<file path="config.mk">
export PLATFORM = sky130hd
export DESIGN_NAME = uc_pila_flat
export DESIGN_NICKNAME = d
export VERILOG_FILES = /design/src/rtl/uc_pila_pkg.sv /design/src/rtl/uc_pila_if.sv /design/src/rtl/uc_pila_ret.sv /design/src/rtl/uc_pila.sv /design/src/flat_wrapper.sv
export SDC_FILE = /design/constraint.sdc
export NUM_CORES = 1
export LEC_CHECK = 0
export CORE_UTILIZATION = 30
export CTS_BUF_LIST = sky130_fd_sc_hd__clkbuf_16
export CTS_CLUSTER_DIAMETER = 40
export DETAILED_ROUTE_END_ITERATION = 8
export PLACE_DENSITY = 0.53
export SYNTH_ARGS = -nofsm -noshare
export SYNTH_HDL_FRONTEND = slang
export SYNTH_SLANG_ARGS = --single-unit
</file>
<file path="constraint.sdc">
create_clock -name clk -period 5.8 [get_ports clk]
set_clock_uncertainty 0.15 [all_clocks]
set_input_delay 1.16 -clock clk [delete_from_list [all_inputs] [get_ports clk]]
set_output_delay 1.16 -clock clk [all_outputs]
set_load 0.02 [all_outputs]
</file>
<file path="src/rtl/uc_pila_pkg.sv">
// Shared definitions for the uc_pila control unit: opcode map, ALU operation codes
// and the RUN/HALT state encoding.
package uc_pkg;

   localparam logic [5:0] OP_J    = 6'b001000;
   localparam logic [5:0] OP_JZ   = 6'b001001;
   localparam logic [5:0] OP_JNZ  = 6'b001010;
   localparam logic [5:0] OP_CALL = 6'b001011;
   localparam logic [5:0] OP_RET  = 6'b001100;
   localparam logic [5:0] OP_HALT = 6'b001111;

   // LI is 0000xx, ALU is 1xxxxx with the operation in opcode[4:2]
   localparam logic [3:0] OP_LI_PFX  = 4'b0000;
   localparam logic       OP_ALU_PFX = 1'b1;

   typedef enum logic [2:0] {
      ALU_A     = 3'b000,
      ALU_NOT_A = 3'b001,
      ALU_ADD   = 3'b010,
      ALU_SUB   = 3'b011,
      ALU_AND   = 3'b100,
      ALU_OR    = 3'b101,
      ALU_NEG_A = 3'b110,
      ALU_NEG_B = 3'b111
   } alu_op_e;

   typedef enum logic {
      ST_RUN  = 1'b0,
      ST_HALT = 1'b1
   } state_e;

   function automatic logic is_li(input logic [5:0] op);
      return op[5:2] == OP_LI_PFX;
   endfunction

   function automatic logic is_alu(input logic [5:0] op);
      return op[5] == OP_ALU_PFX;
   endfunction

endpackage

</file>
<file path="src/rtl/uc_pila_if.sv">
// Bundle between the control unit and the datapath / program memory.
// master = datapath side, slave = control unit.
interface uc_pila_if #(
   parameter int PC_WIDTH = 10,
   parameter int DEPTH    = 8
);
   localparam int CW = $clog2(DEPTH) + 1;

   logic [5:0]          opcode;
   logic                z;
   logic [PC_WIDTH-1:0] pc_plus1;

   logic                s_inc;
   logic                s_inm;
   logic                we3;
   logic                wez;
   logic [2:0]          op_alu;
   logic                s_ret;
   logic                pc_en;
   logic [PC_WIDTH-1:0] ret_addr;
   logic [CW-1:0]       count;
   logic                halted;
   logic [1:0]          fault;

   modport master (
      output opcode, z, pc_plus1,
      input  s_inc, s_inm, we3, wez, op_alu, s_ret, pc_en,
      input  ret_addr, count, halted, fault
   );

   modport slave (
      input  opcode, z, pc_plus1,
      output s_inc, s_inm, we3, wez, op_alu, s_ret, pc_en,
      output ret_addr, count, halted, fault
   );

endinterface

</file>
<file path="src/rtl/uc_pila_ret.sv">
// Return-address LIFO. Storage is not reset; only the occupancy counter is.
// Top reads as zero while empty.
module pila_ret #(
   parameter int W     = 10,
   parameter int DEPTH = 8,
   localparam int AW   = $clog2(DEPTH),
   localparam int CW   = AW + 1
) (
   input  logic          clk,
   input  logic          reset,
   input  logic          i_push,
   input  logic          i_pop,
   input  logic [W-1:0]  i_data,
   output logic          o_full,
   output logic          o_empty,
   output logic [W-1:0]  o_top,
   output logic [CW-1:0] o_count
);

   logic [W-1:0]  r_mem [DEPTH];
   logic [CW-1:0] r_count;
   logic [AW-1:0] w_wr_idx;
   logic [AW-1:0] w_top_idx;
   logic          w_do_push;
   logic          w_do_pop;

   assign o_full    = (r_count == CW'(DEPTH));
   assign o_empty   = (r_count == '0);
   assign w_do_push = i_push & ~o_full;
   assign w_do_pop  = i_pop & ~o_empty & ~i_push;

   // count wraps to 0 in the low bits when full, so top index lands on DEPTH-1
   assign w_wr_idx  = r_count[AW-1:0];
   assign w_top_idx = w_wr_idx - AW'(1);

   always_ff @(posedge clk or posedge reset) begin
      if (reset) begin
         r_count <= '0;
      end else if (w_do_push) begin
         r_count <= r_count + CW'(1);
      end else if (w_do_pop) begin
         r_count <= r_count - CW'(1);
      end
   end

   always_ff @(posedge clk) begin
      if (w_do_push) begin
         r_mem[w_wr_idx] <= i_data;
      end
   end

   assign o_top   = o_empty ? '0 : r_mem[w_top_idx];
   assign o_count = r_count;

endmodule

</file>
<file path="src/rtl/uc_pila.sv">
// Single-cycle CPU control unit: opcode decode, CALL/RET via return stack, RUN/HALT FSM
// with sticky stack faults.
//   state   | meaning
//   ST_RUN  | decoding instructions, PC advances every cycle
//   ST_HALT | everything frozen until reset (HALT opcode or stack fault)
module uc_pila
   import uc_pkg::*;
#(
   parameter int PC_WIDTH = 10,
   parameter int DEPTH    = 8
) (
   input logic        clk,
   input logic        reset,
   uc_pila_if.slave   bus
);

   localparam int CW = $clog2(DEPTH) + 1;

   state_e              r_state;
   state_e              w_state_nxt;
   logic [1:0]          r_fault;
   logic [1:0]          w_fault_set;

   logic                w_s_inc;
   logic                w_s_inm;
   logic                w_we3;
   logic                w_wez;
   alu_op_e             w_op_alu;
   logic                w_s_ret;
   logic                w_pc_en;
   logic                w_push;
   logic                w_pop;
   logic                w_full;
   logic                w_empty;
   logic [PC_WIDTH-1:0] w_top;
   logic [CW-1:0]       w_count;

   pila_ret #(
      .W     (PC_WIDTH),
      .DEPTH (DEPTH)
   ) u_pila_ret (
      .clk     (clk),
      .reset   (reset),
      .i_push  (w_push),
      .i_pop   (w_pop),
      .i_data  (bus.pc_plus1),
      .o_full  (w_full),
      .o_empty (w_empty),
      .o_top   (w_top),
      .o_count (w_count)
   );

   always_ff @(posedge clk or posedge reset) begin
      if (reset) begin
         r_state <= ST_RUN;
         r_fault <= 2'b00;
      end else begin
         r_state <= w_state_nxt;
         r_fault <= r_fault | w_fault_set;
      end
   end

   always_comb begin
      w_state_nxt = r_state;
      w_fault_set = 2'b00;
      w_s_inc     = 1'b1;
      w_s_inm     = 1'b0;
      w_we3       = 1'b0;
      w_wez       = 1'b0;
      w_op_alu    = ALU_A;
      w_s_ret     = 1'b0;
      w_pc_en     = 1'b0;
      w_push      = 1'b0;
      w_pop       = 1'b0;

      case (r_state)
         ST_RUN: begin
            w_pc_en = 1'b1;
            if (is_alu(bus.opcode)) begin
               w_we3    = 1'b1;
               w_wez    = 1'b1;
               w_op_alu = alu_op_e'(bus.opcode[4:2]);
            end else if (is_li(bus.opcode)) begin
               w_s_inm = 1'b1;
               w_we3   = 1'b1;
            end else begin
               case (bus.opcode)
                  OP_J:   w_s_inc = 1'b0;
                  OP_JZ:  w_s_inc = ~bus.z;
                  OP_JNZ: w_s_inc = bus.z;
                  OP_CALL: begin
                     w_s_inc = 1'b0;
                     if (w_full) begin
                        w_pc_en        = 1'b0;
                        w_fault_set[1] = 1'b1;
                        w_state_nxt    = ST_HALT;
                     end else begin
                        w_push = 1'b1;
                     end
                  end
                  OP_RET: begin
                     w_s_inc = 1'b0;
                     if (w_empty) begin
                        w_pc_en        = 1'b0;
                        w_fault_set[0] = 1'b1;
                        w_state_nxt    = ST_HALT;
                     end else begin
                        w_s_ret = 1'b1;
                        w_pop   = 1'b1;
                     end
                  end
                  OP_HALT: w_state_nxt = ST_HALT;
                  default: ;
               endcase
            end
         end
         ST_HALT: ;
         default: w_state_nxt = ST_RUN;
      endcase
   end

   assign bus.s_inc    = w_s_inc;
   assign bus.s_inm    = w_s_inm;
   assign bus.we3      = w_we3;
   assign bus.wez      = w_wez;
   assign bus.op_alu   = w_op_alu;
   assign bus.s_ret    = w_s_ret;
   assign bus.pc_en    = w_pc_en;
   assign bus.ret_addr = w_top;
   assign bus.count    = w_count;
   assign bus.halted   = (r_state == ST_HALT);
   assign bus.fault    = r_fault;

endmodule

</file>
<file path="src/flat_wrapper.sv">
// flat-port wrapper written by rule: the top's interface ports become plain ports
module uc_pila_flat import uc_pkg::*;
#(
   parameter int PC_WIDTH = 10,
   parameter int DEPTH    = 8
)
  (clk, reset, bus_opcode, bus_z, bus_pc_plus1, bus_s_inc, bus_s_inm, bus_we3, bus_wez, bus_op_alu, bus_s_ret, bus_pc_en, bus_ret_addr, bus_count, bus_halted, bus_fault);
  uc_pila_if #(.PC_WIDTH(PC_WIDTH), .DEPTH(DEPTH)) bus_i ();
  input logic clk;
  input logic reset;
  input wire logic [$bits(bus_i.opcode)-1:0] bus_opcode;
  input wire logic [$bits(bus_i.z)-1:0] bus_z;
  input wire logic [$bits(bus_i.pc_plus1)-1:0] bus_pc_plus1;
  output wire logic [$bits(bus_i.s_inc)-1:0] bus_s_inc;
  output wire logic [$bits(bus_i.s_inm)-1:0] bus_s_inm;
  output wire logic [$bits(bus_i.we3)-1:0] bus_we3;
  output wire logic [$bits(bus_i.wez)-1:0] bus_wez;
  output wire logic [$bits(bus_i.op_alu)-1:0] bus_op_alu;
  output wire logic [$bits(bus_i.s_ret)-1:0] bus_s_ret;
  output wire logic [$bits(bus_i.pc_en)-1:0] bus_pc_en;
  output wire logic [$bits(bus_i.ret_addr)-1:0] bus_ret_addr;
  output wire logic [$bits(bus_i.count)-1:0] bus_count;
  output wire logic [$bits(bus_i.halted)-1:0] bus_halted;
  output wire logic [$bits(bus_i.fault)-1:0] bus_fault;
  assign bus_i.opcode = bus_opcode;
  assign bus_i.z = bus_z;
  assign bus_i.pc_plus1 = bus_pc_plus1;
  assign bus_s_inc = bus_i.s_inc;
  assign bus_s_inm = bus_i.s_inm;
  assign bus_we3 = bus_i.we3;
  assign bus_wez = bus_i.wez;
  assign bus_op_alu = bus_i.op_alu;
  assign bus_s_ret = bus_i.s_ret;
  assign bus_pc_en = bus_i.pc_en;
  assign bus_ret_addr = bus_i.ret_addr;
  assign bus_count = bus_i.count;
  assign bus_halted = bus_i.halted;
  assign bus_fault = bus_i.fault;
  uc_pila #(.PC_WIDTH(PC_WIDTH), .DEPTH(DEPTH)) u_core (.clk(clk), .reset(reset), .bus(bus_i));
endmodule
</file>
==> results.sh <==
export IMPL_cts_setup_buffers=0
export IMPL_min_period_ps=4780
export IMPL_critPathLaunchType="flop"
export IMPL_combPwrFrac_pct=38.1
export IMPL_io_pins=45
export IMPL_synth_top_cell_area_share_pct=63.2
export IMPL_synthArstFlopShare_pct=8.05
export IMPL_synth_seq_cells=87
export IMPL_avgSynthCellArea_um2=16.2
export IMPL_rsz0062_at_grt="false"
export IMPL_synth_xor_area_share_pct=0.461
export IMPL_worstHoldPathType="flop to flop"
export IMPL_synth_cell_type_count=35
export IMPL_remaining_drc_errors=0
export IMPL_h_tree_depth=3
export IMPL_switching_power_mw=0.696
export IMPL_p_per_area_mw_per_mm2=448
export IMPL_wl_um=8360
export IMPL_postSynthCellCount=234
export IMPL_yosys_warnings=0
export IMPL_row_count=40
export IMPL_clock_power_share_pct=27.8
export IMPL_antenna_found_initial=0
export IMPL_cp_required_ps=4490
export IMPL_hold_ws_ps=328
export IMPL_synth_fa_ha_area_share_pct=1.51
export IMPL_drive_gt1_share_pct=19.0
export IMPL_dr_pass1_iters=5
export IMPL_maxCapViolations=0
export IMPL_insertion_delay_ps=330
export IMPL_seqPwrFrac_pct=34.1
export IMPL_synth_top_family_by_area="multiplexers"
export IMPL_viasPerCell=4.90
export IMPL_die_x_um=115
export IMPL_cts_root_buf="clkbuf_16"
export IMPL_drv_slew=0
export IMPL_p_int_mw=1.44
export IMPL_setup_tns_ps=0
export IMPL_fin_crit_sh_pct=82.3
export IMPL_syn_to_final_growth_pct=25.5
export IMPL_io_buffers=44
export IMPL_wire_per_inst_um=18.3
export IMPL_detail_route_antenna_nets=0
export IMPL_synth_mux_area_share_pct=12.4
export IMPL_ys_seq_area_share_pct=67.8
export IMPL_fmax_ghz=0.209
export IMPL_grt_pass1_vias=2353
export IMPL_cts_hold_buffers_added=0
export IMPL_setup_viol=0
export IMPL_core_area_mm2=0.0122
export IMPL_cts_tree="done"
export IMPL_yosysTopAreaCell="edfxtp_1"
export IMPL_grt_usage_pct=13.8
export IMPL_clockBufferDepth=2
export IMPL_grt_max_degree=33
export IMPL_grt_overflow=0
export IMPL_relSlewSlack_pct=25.4
export IMPL_die_h_um=115
export IMPL_path_class="flop to output pin"
export IMPL_nNetsFinal=309
export IMPL_synth_edf_count=80
export IMPL_start_util_pct=31.3
export IMPL_status="finished clean"
export IMPL_crit_fanout=20
export IMPL_grt_pass1_wl_um=13300
export IMPL_finalHoldViolCount=0
export IMPL_peakVddDrop_mv=0.223
export IMPL_drt_iter0_markers=159
export IMPL_routed_via_count=2242
export IMPL_dieArea_mm2=0.0131
export IMPL_netlist_area_mm2=0.00380
export IMPL_clkSinkCount=87
export IMPL_num_antenna_cells=0
export IMPL_arrival_ps=3470
export IMPL_ys_flop_type="edfxtp_1"
export IMPL_synth_nets=257
export IMPL_switching_share_pct=32.5
export IMPL_hpwl_um=5340
export IMPL_synthSimpleGateAreaFrac_pct=9.28
export IMPL_synth_most_common_cell="edfxtp_1"
export IMPL_tightest_slew_ps=1120
export IMPL_cts_buffers=9
export IMPL_synth_compound_area_share_pct=6.55
export IMPL_cts_resized=0
export IMPL_p_leak_nw=1.61
export IMPL_place_congestion=0.737
export IMPL_fillers=1144
export IMPL_ys_top_cells_by_count="edfxtp_1, nand2_1, mux4_2, a31oi_1, nor2_1"
export IMPL_cts_clk_slew_worst_paths_ps=60
export IMPL_netlist_top_cells_area="edfxtp_1, mux4_2, dfrtp_1"
export IMPL_end_kind="output pin"
-- cell usage in the layout (no fill, tap or decap), drive strengths merged --
cell type	n
clkdlybuf4s50	44
a311o	1
buf	9
a21o	1
and3	1
a21oi	4
a221oi	10
nand3	3
nor2	11
edfxtp	80
ha	3
mux2	2
o21a	1
and2	5
o211a	1
a31o	2
mux4	20
clkbuf	9
or2	1
nor3b	4
dfrtp	7
or3	2
o21ai	4
nand2	31
nor3	5
fa	1
nand2b	1
clkinv	3
a31oi	11
nor2b	2
inv	7
bufinv	2
xnor2	1
xor2	1
-- critical path, cell delays in order, from the launching register on --
cell,delay (ps)
dfrtp_1,550
inv_1,110
ha_1,960
mux4_2,430
a221oi_1,310
a31oi_1,130
clkdlybuf4s50_1,640
-- logic make-up after synthesis --
kind of cell	count (synthesis)
flip-flops	87
AND/OR/NAND/NOR	66
AO/OA/AOI/OAI	35
multiplexers	22
buffers and inverters	18
adder cells (fa/ha/maj)	4
XOR/XNOR	2
-- layer usage --
metal | wire (um) | GRT usage [%] | part of all wire [%]
met5 | 0 | 0 | 0
met4 | 113 | 5.28 | 1.4
met3 | 525 | 2.59 | 6.3
met2 | 3850 | 22.0 | 46
met1 | 3880 | 18.6 | 46
-- state kept, by name, indices dropped and copies added (netlist names) --
name and cells:
u_core.u_pila_ret.r_mem 80, u_core.u_pila_ret.o_count 4, u_core.bus.fault 2, u_core.bus.halted 1
-- final timing paths --
check / cells past startpoint / start / end / slack, ps
min in group asynchronous: 2 / reset / u_core.bus.fault[1] / 930
max in group asynchronous: 2 / reset / u_core.u_pila_ret.o_count[3] / 4340
worst max-delay path: 6 / u_core.u_pila_ret.o_count[1] / bus_ret_addr[0] / 1020
worst min-delay path: 1 / u_core.bus.fault[0] / u_core.bus.fault[0] / 330
worst min register to register: 1 / u_core.bus.fault[0] / u_core.bus.fault[0] / 330
worst max register to register: 12 / u_core.u_pila_ret.o_count[1] / u_core.u_pila_ret.o_count[3] / 2040
-- final cells by class --
class,count,area (um2),area share (%)
sequential,87,2580,54.0
multi-input combinational,129,1150,24.1
timing repair buffer,53,508,10.6
clock buffer,9,225,4.72
tap,168,210,4.41
clock inverter,6,77.6,1.63
inverter,6,22.5,0.472
-- through the flow --
stage               instances  setup slack (ps)  util [%]  cell area [um2]  power, mW
floorplan                 234              2000         -             3800       1.26
global placement          443              1390      36.7             4470       1.56
detailed placement        443              1390      36.7             4470       1.56
CTS                       458              1040      39.2             4770       2.15
global route              458               802      39.2             4770       2.24
finish                    458              1020      39.2             4770       2.14
-- power by group through the flow --
stage / Combinational [mW] / Clock [mW] / Sequential (mW)
after floorplan: 0.521 / 0 / 0.741
after global placement: 0.817 / 0 / 0.740
after detailed placement: 0.818 / 0 / 0.741
after CTS: 0.823 / 0.603 / 0.728
after global routing: 0.885 / 0.625 / 0.731
final: 0.815 / 0.594 / 0.728
No activity file was read; power rests on OpenSTA's default activity.
==> patch 1 (same flow settings) <==
`DEPTH` is set to 8 in 4 places; all go to 4.
--- a/src/rtl/uc_pila_if.sv
+++ b/src/rtl/uc_pila_if.sv
@@ -4,3 +4,3 @@
    parameter int PC_WIDTH = 10,
-   parameter int DEPTH    = 8
+   parameter int DEPTH    = 4
 );
--- a/src/rtl/uc_pila_ret.sv
+++ b/src/rtl/uc_pila_ret.sv
@@ -4,3 +4,3 @@
    parameter int W     = 10,
-   parameter int DEPTH = 8,
+   parameter int DEPTH = 4,
    localparam int AW   = $clog2(DEPTH),
--- a/src/rtl/uc_pila.sv
+++ b/src/rtl/uc_pila.sv
@@ -9,3 +9,3 @@
    parameter int PC_WIDTH = 10,
-   parameter int DEPTH    = 8
+   parameter int DEPTH    = 4
 ) (
--- a/src/flat_wrapper.sv
+++ b/src/flat_wrapper.sv
@@ -4,3 +4,3 @@
    parameter int PC_WIDTH = 10,
-   parameter int DEPTH    = 8
+   parameter int DEPTH    = 4
 )
Ports: changed (resized bus_count); port bits go from 45 to 44. No check against the original RTL was run, so the function may have changed too.
==> patch 1 against the original RTL <==
The run now ends with DRC left. Synthesized area down 46%. Cell area fell by 44%. Fmax increased by 10%. Worst setup slack improved by 0.44 ns. Sequential cell count fell by 41. Wire length decreased by 52%. Total power fell by 42%. Critical endpoint is now bus_s_ret.
==> patch 1: results <==
[routing]
drc = 1
route.met2.wl_um = 2021
met3_length_um = 255
wirelength_met1_um = 1707
drt_pass1_iterations = 6
wl_um = 3994
drt-initial-drc-count = 26
num_vias = 1184
wl_per_cell_um = 16.17

[sta]
relSlewSlack = 0.5906

[clock_network]
cts_inserted_buffers = 5
insertion_delay_ns = 0.27
htreeDepth = 2

[placed_design]
placed_area_sq_um = 2546
gp_congestion = 0.7253

[worst_setup_path]
r2r-end = "u_core.u_pila_ret.r_mem[2][3]"
rr_worst_depth = 5
cp.arrival_ns = 3.03

[cells_and_area]
layout.nets = 193
largest_reg_flops = 40
drive_gt1_frac = 0.1353

[logic_synthesis]
syn_nets = 147
synth_area_leaders = "edfxtp_1 59%, mux4_2 11%, dfrtp_1 7.4%, and2_1 5.2%, ha_1 3.1%"
synth_cell_types = 34

[global_route]
grt_first_pass_wirelength_um = 6430
grt_use_total = 0.1220

[run_status]
outcome = "finished, violations left"
violations = "DRC"

[power]
ir_drop_v = 0.0001837
## patch 1: cell count changes in the layout (fill, tap and decap cells not counted), moves of 3 or more
| cell | change |
|---|---|
| nand2_1 | -25 |
| nor2_1 | -8 |
| and2_1 | +12 |
| edfxtp_1 | -40 |
| nor3_2 | -3 |
| a31oi_1 | -10 |
| mux4_2 | -10 |
| a221oi_1 | -9 |
| clkbuf_16 | -4 |
| buf_4 | -8 |
| inv_1 | -3 |
## patch 1: worst max-delay path by stage
stage	from	endpoint	slack [ns]
finish	bus_opcode[3]	bus_s_ret	1.46
global route	bus_opcode[2]	bus_pc_en	1.34
CTS	bus_opcode[2]	bus_pc_en	1.48
detailed placement	bus_opcode[2]	bus_pc_en	1.48
global placement	bus_opcode[2]	bus_pc_en	1.54
floorplan	bus_opcode[5]	bus_we3	2.10
## patch 1: layer usage
layer	GRT usage	vias up
met1	0.1415	576
met2	0.2146	43
met4	0.02773	0
met5	0	-
li1	-	563
met3	0.04720	2
## patch 1: power breakdown
group          internal (mW)  switching [mW]
sequential             0.376          0.0252
combinational          0.292           0.278
clock                  0.156           0.107
## patch 1: final cells by class
cell class	instances	area, sq um
fillers	588	3775
flip-flops and latches	46	1351
multi-input cells	69	649.4
repair buffers	44	437.9
clock buffers	5	125.1
well taps	77	96.34
clock inverters	3	12.51
inverters	3	11.26
## patch 1: through the flow
stage          hold slack [ns]  std cells  setup WS (ns)
6_report                0.3081        247          1.464
5_1_grt                 0.3387        247          1.336
4_1_cts                 0.3161        247          1.478
3_5_place_dp            0.2969        239          1.478
3_3_place_gp            0.2989        239          1.543
2_1_floorplan           0.4154        123          2.098
## patch 1: critical path: stages
cell and delay [ns]:
clkdlybuf4s50_1 0.54, nor4b_2 0.43, nand3_1 0.16, nor2_1 0.11
clkdlybuf4s50_1 0.61
## patch 1: cells by family after synthesis
group | after synthesis | share of synthesized area
multiplexers | 11 | 0.1178
XOR/XNOR | 2 | 0.008591
adder cells (fa/ha/maj) | 5 | 0.03067
AO/OA/AOI/OAI | 13 | 0.04847
AND/OR/NAND/NOR | 38 | 0.1129
buffers and inverters | 8 | 0.01901
flip-flops | 46 | 0.6626
==> patch 2 (same flow settings) <==
Made on the original files. One comparison of `r_count` changes from == to >=.
--- a/src/rtl/uc_pila_ret.sv
+++ b/src/rtl/uc_pila_ret.sv
@@ -26,3 +26,3 @@
 
-   assign o_full    = (r_count == CW'(DEPTH));
+   assign o_full    = (r_count >= CW'(DEPTH));
    assign o_empty   = (r_count == '0);
Behaviour: same outputs for any inputs over 4 cycles, from zero or initial values and one cycle with reset high; that may be too few to reach the edited logic, so the function may still have changed.
==> patch 2 against the original RTL <==
Sequential cell count did not move. Via count is 9.1% lower. Total power decreased by 6.1%. Critical path depth did not move. Synthesized area decreased by 3.7%. First-iteration DRC count decreased by 40%. Wire length decreased by 11%. Highest routed layer unchanged. Synthesized cell count down 8.5%. Cell area shrank 3.0%. Sequential power fell by 2%. Worst setup slack gained 0.14 ns.
==> patch 2: results <==
[global_route]
grt_start_max_net_pins = 28
grt_use_total = 0.1281
grt_first_pass_wirelength_um = 11830
grt_pass1_vias = 2072

[worst_setup_path]
r2r_start = "u_core.bus.halted"
cp.arrival_ns = 3.32
rr_worst_depth = 8
worstSetupEndpoint = "bus_ret_addr[5]"
reg2reg_slack_ns = 3.10
cp_top_family = "adder cells"
critPathMaxFanout = 20

[cells_and_area]
fillers = 1044
layout.nets = 288
drive_gt1_frac = 0.1926
instances_no_fill = 413

[placed_design]
dp.cells = 397
dpl.hpwl_um = 4675
placed_area_sq_um = 4342
gp_congestion = 0.7194

[routing]
num_vias = 2038
wl_per_cell_um = 18.05
drt_pass1_iterations = 4
drt-initial-drc-count = 96

[clock_network]
clk_pin_slew_worst_paths_ns = 0.06

[logic_synthesis]
yosysSeqAreaShare = 0.7038
syn_inst = 214
syn_nets = 237
synth_area_leaders = "edfxtp_1 66%, mux4_2 12%, dfrtp_1 4.8%, o21ai_0 3.0%, nand2_1 1.8%"
synth_common_cells = "80 x edfxtp_1, 22 x o21ai_0, 20 x mux4_2, 18 x nand2_1, 9 x nor2_1"

[run_status]
outcome = "complete, no violations"

[sta]
worst_pin_slew_ns = 0.9489
finalHoldViolCount = 0

[power]
leakagePower_nw = 1.541
patch 2: cell types whose count changed after synthesis, moves of 3 or more:
| cell | before | now |
|---|---|---|
| a221oi_1 | 10 | 0 |
| o21ai_0 | 4 | 22 |
| nand2b_1 | 1 | 4 |
| a31oi_1 | 11 | 1 |
| clkbuf_1 | 9 | 6 |
| nand2_1 | 30 | 18 |
| nor3_2 | 3 | 0 |
| nor4_1 | 0 | 4 |
patch 2: how the worst min path moves through the flow:
stage	startpoint	slack [ns]	cells after the start	to
2_1_floorplan	u_core.bus.fault[1]	0.42	1	u_core.bus.fault[1]
3_3_place_gp	u_core.bus.fault[1]	0.29	1	u_core.bus.fault[1]
3_5_place_dp	u_core.bus.fault[1]	0.30	1	u_core.bus.fault[1]
4_1_cts	u_core.bus.fault[1]	0.32	1	u_core.bus.fault[1]
5_1_grt	u_core.bus.fault[1]	0.34	1	u_core.bus.fault[1]
6_report	u_core.bus.fault[1]	0.31	1	u_core.bus.fault[1]
patch 2: final cells by class:
class / instances / share of cell area
Sequential cell: 87 / 0.5572
Multi-Input combinational cell: 114 / 0.2361
Timing Repair Buffer: 49 / 0.1033
Clock buffer: 9 / 0.04869
Tap cell: 143 / 0.03868
Clock inverter: 7 / 0.01271
Inverter: 4 / 0.003246
patch 2: logic make-up (layout without fill, tap and decap cells):
family	Yosys count	count (layout)	synth area share
adders and majority gates	4	4	0.01572
muxes	22	22	0.1291
AOI/OAI and AO/OA	30	30	0.04579
buffers and inverters	13	69	0.01435
xor gates and xnor gates	2	2	0.004784
DFF	87	87	0.7038
and+or+nand+nor	56	56	0.08644
patch 2: power breakdown:
part | total [mW] | internal [mW] | switching, mW
clock | 0.536 | 0.296 | 0.241
combinational | 0.760 | 0.361 | 0.400
sequential | 0.711 | 0.695 | 0.0167
patch 2: worst register-to-register path: stages (launching register included):
cell      delay [ns]
dfrtp_1         0.45
or4b_4          0.55
nor3_4          0.24
nand2b_1        0.16
ha_1            0.34
a21oi_1         0.14
nand2_1         0.08
or4_1           0.46
nand3_1         0.08
patch 2: per-layer routing:
layer | GRT usage | vias to the layer above | routed length, um | part of all wire
met5 | 0 | - | 0 | 0
met4 | 0.05867 | 0 | 115 | 0.015
met3 | 0.01944 | 7 | 260 | 0.035
met2 | 0.1971 | 48 | 3433 | 0.46
met1 | 0.1800 | 1032 | 3646 | 0.49
li1 | - | 951 | - | -
patch 2: through the flow:
stage	worst slack [ns]	hold slack (ns)	utilization	total power, mW
final	1.170	0.3099	0.3966	2.008
after global routing	0.9411	0.3428	0.3966	2.112
after CTS	1.118	0.3189	0.3966	2.034
after detailed placement	1.423	0.3047	0.3723	1.498
after global placement	1.440	0.2909	0.3723	1.498
after floorplan	1.988	0.4157	-	1.193
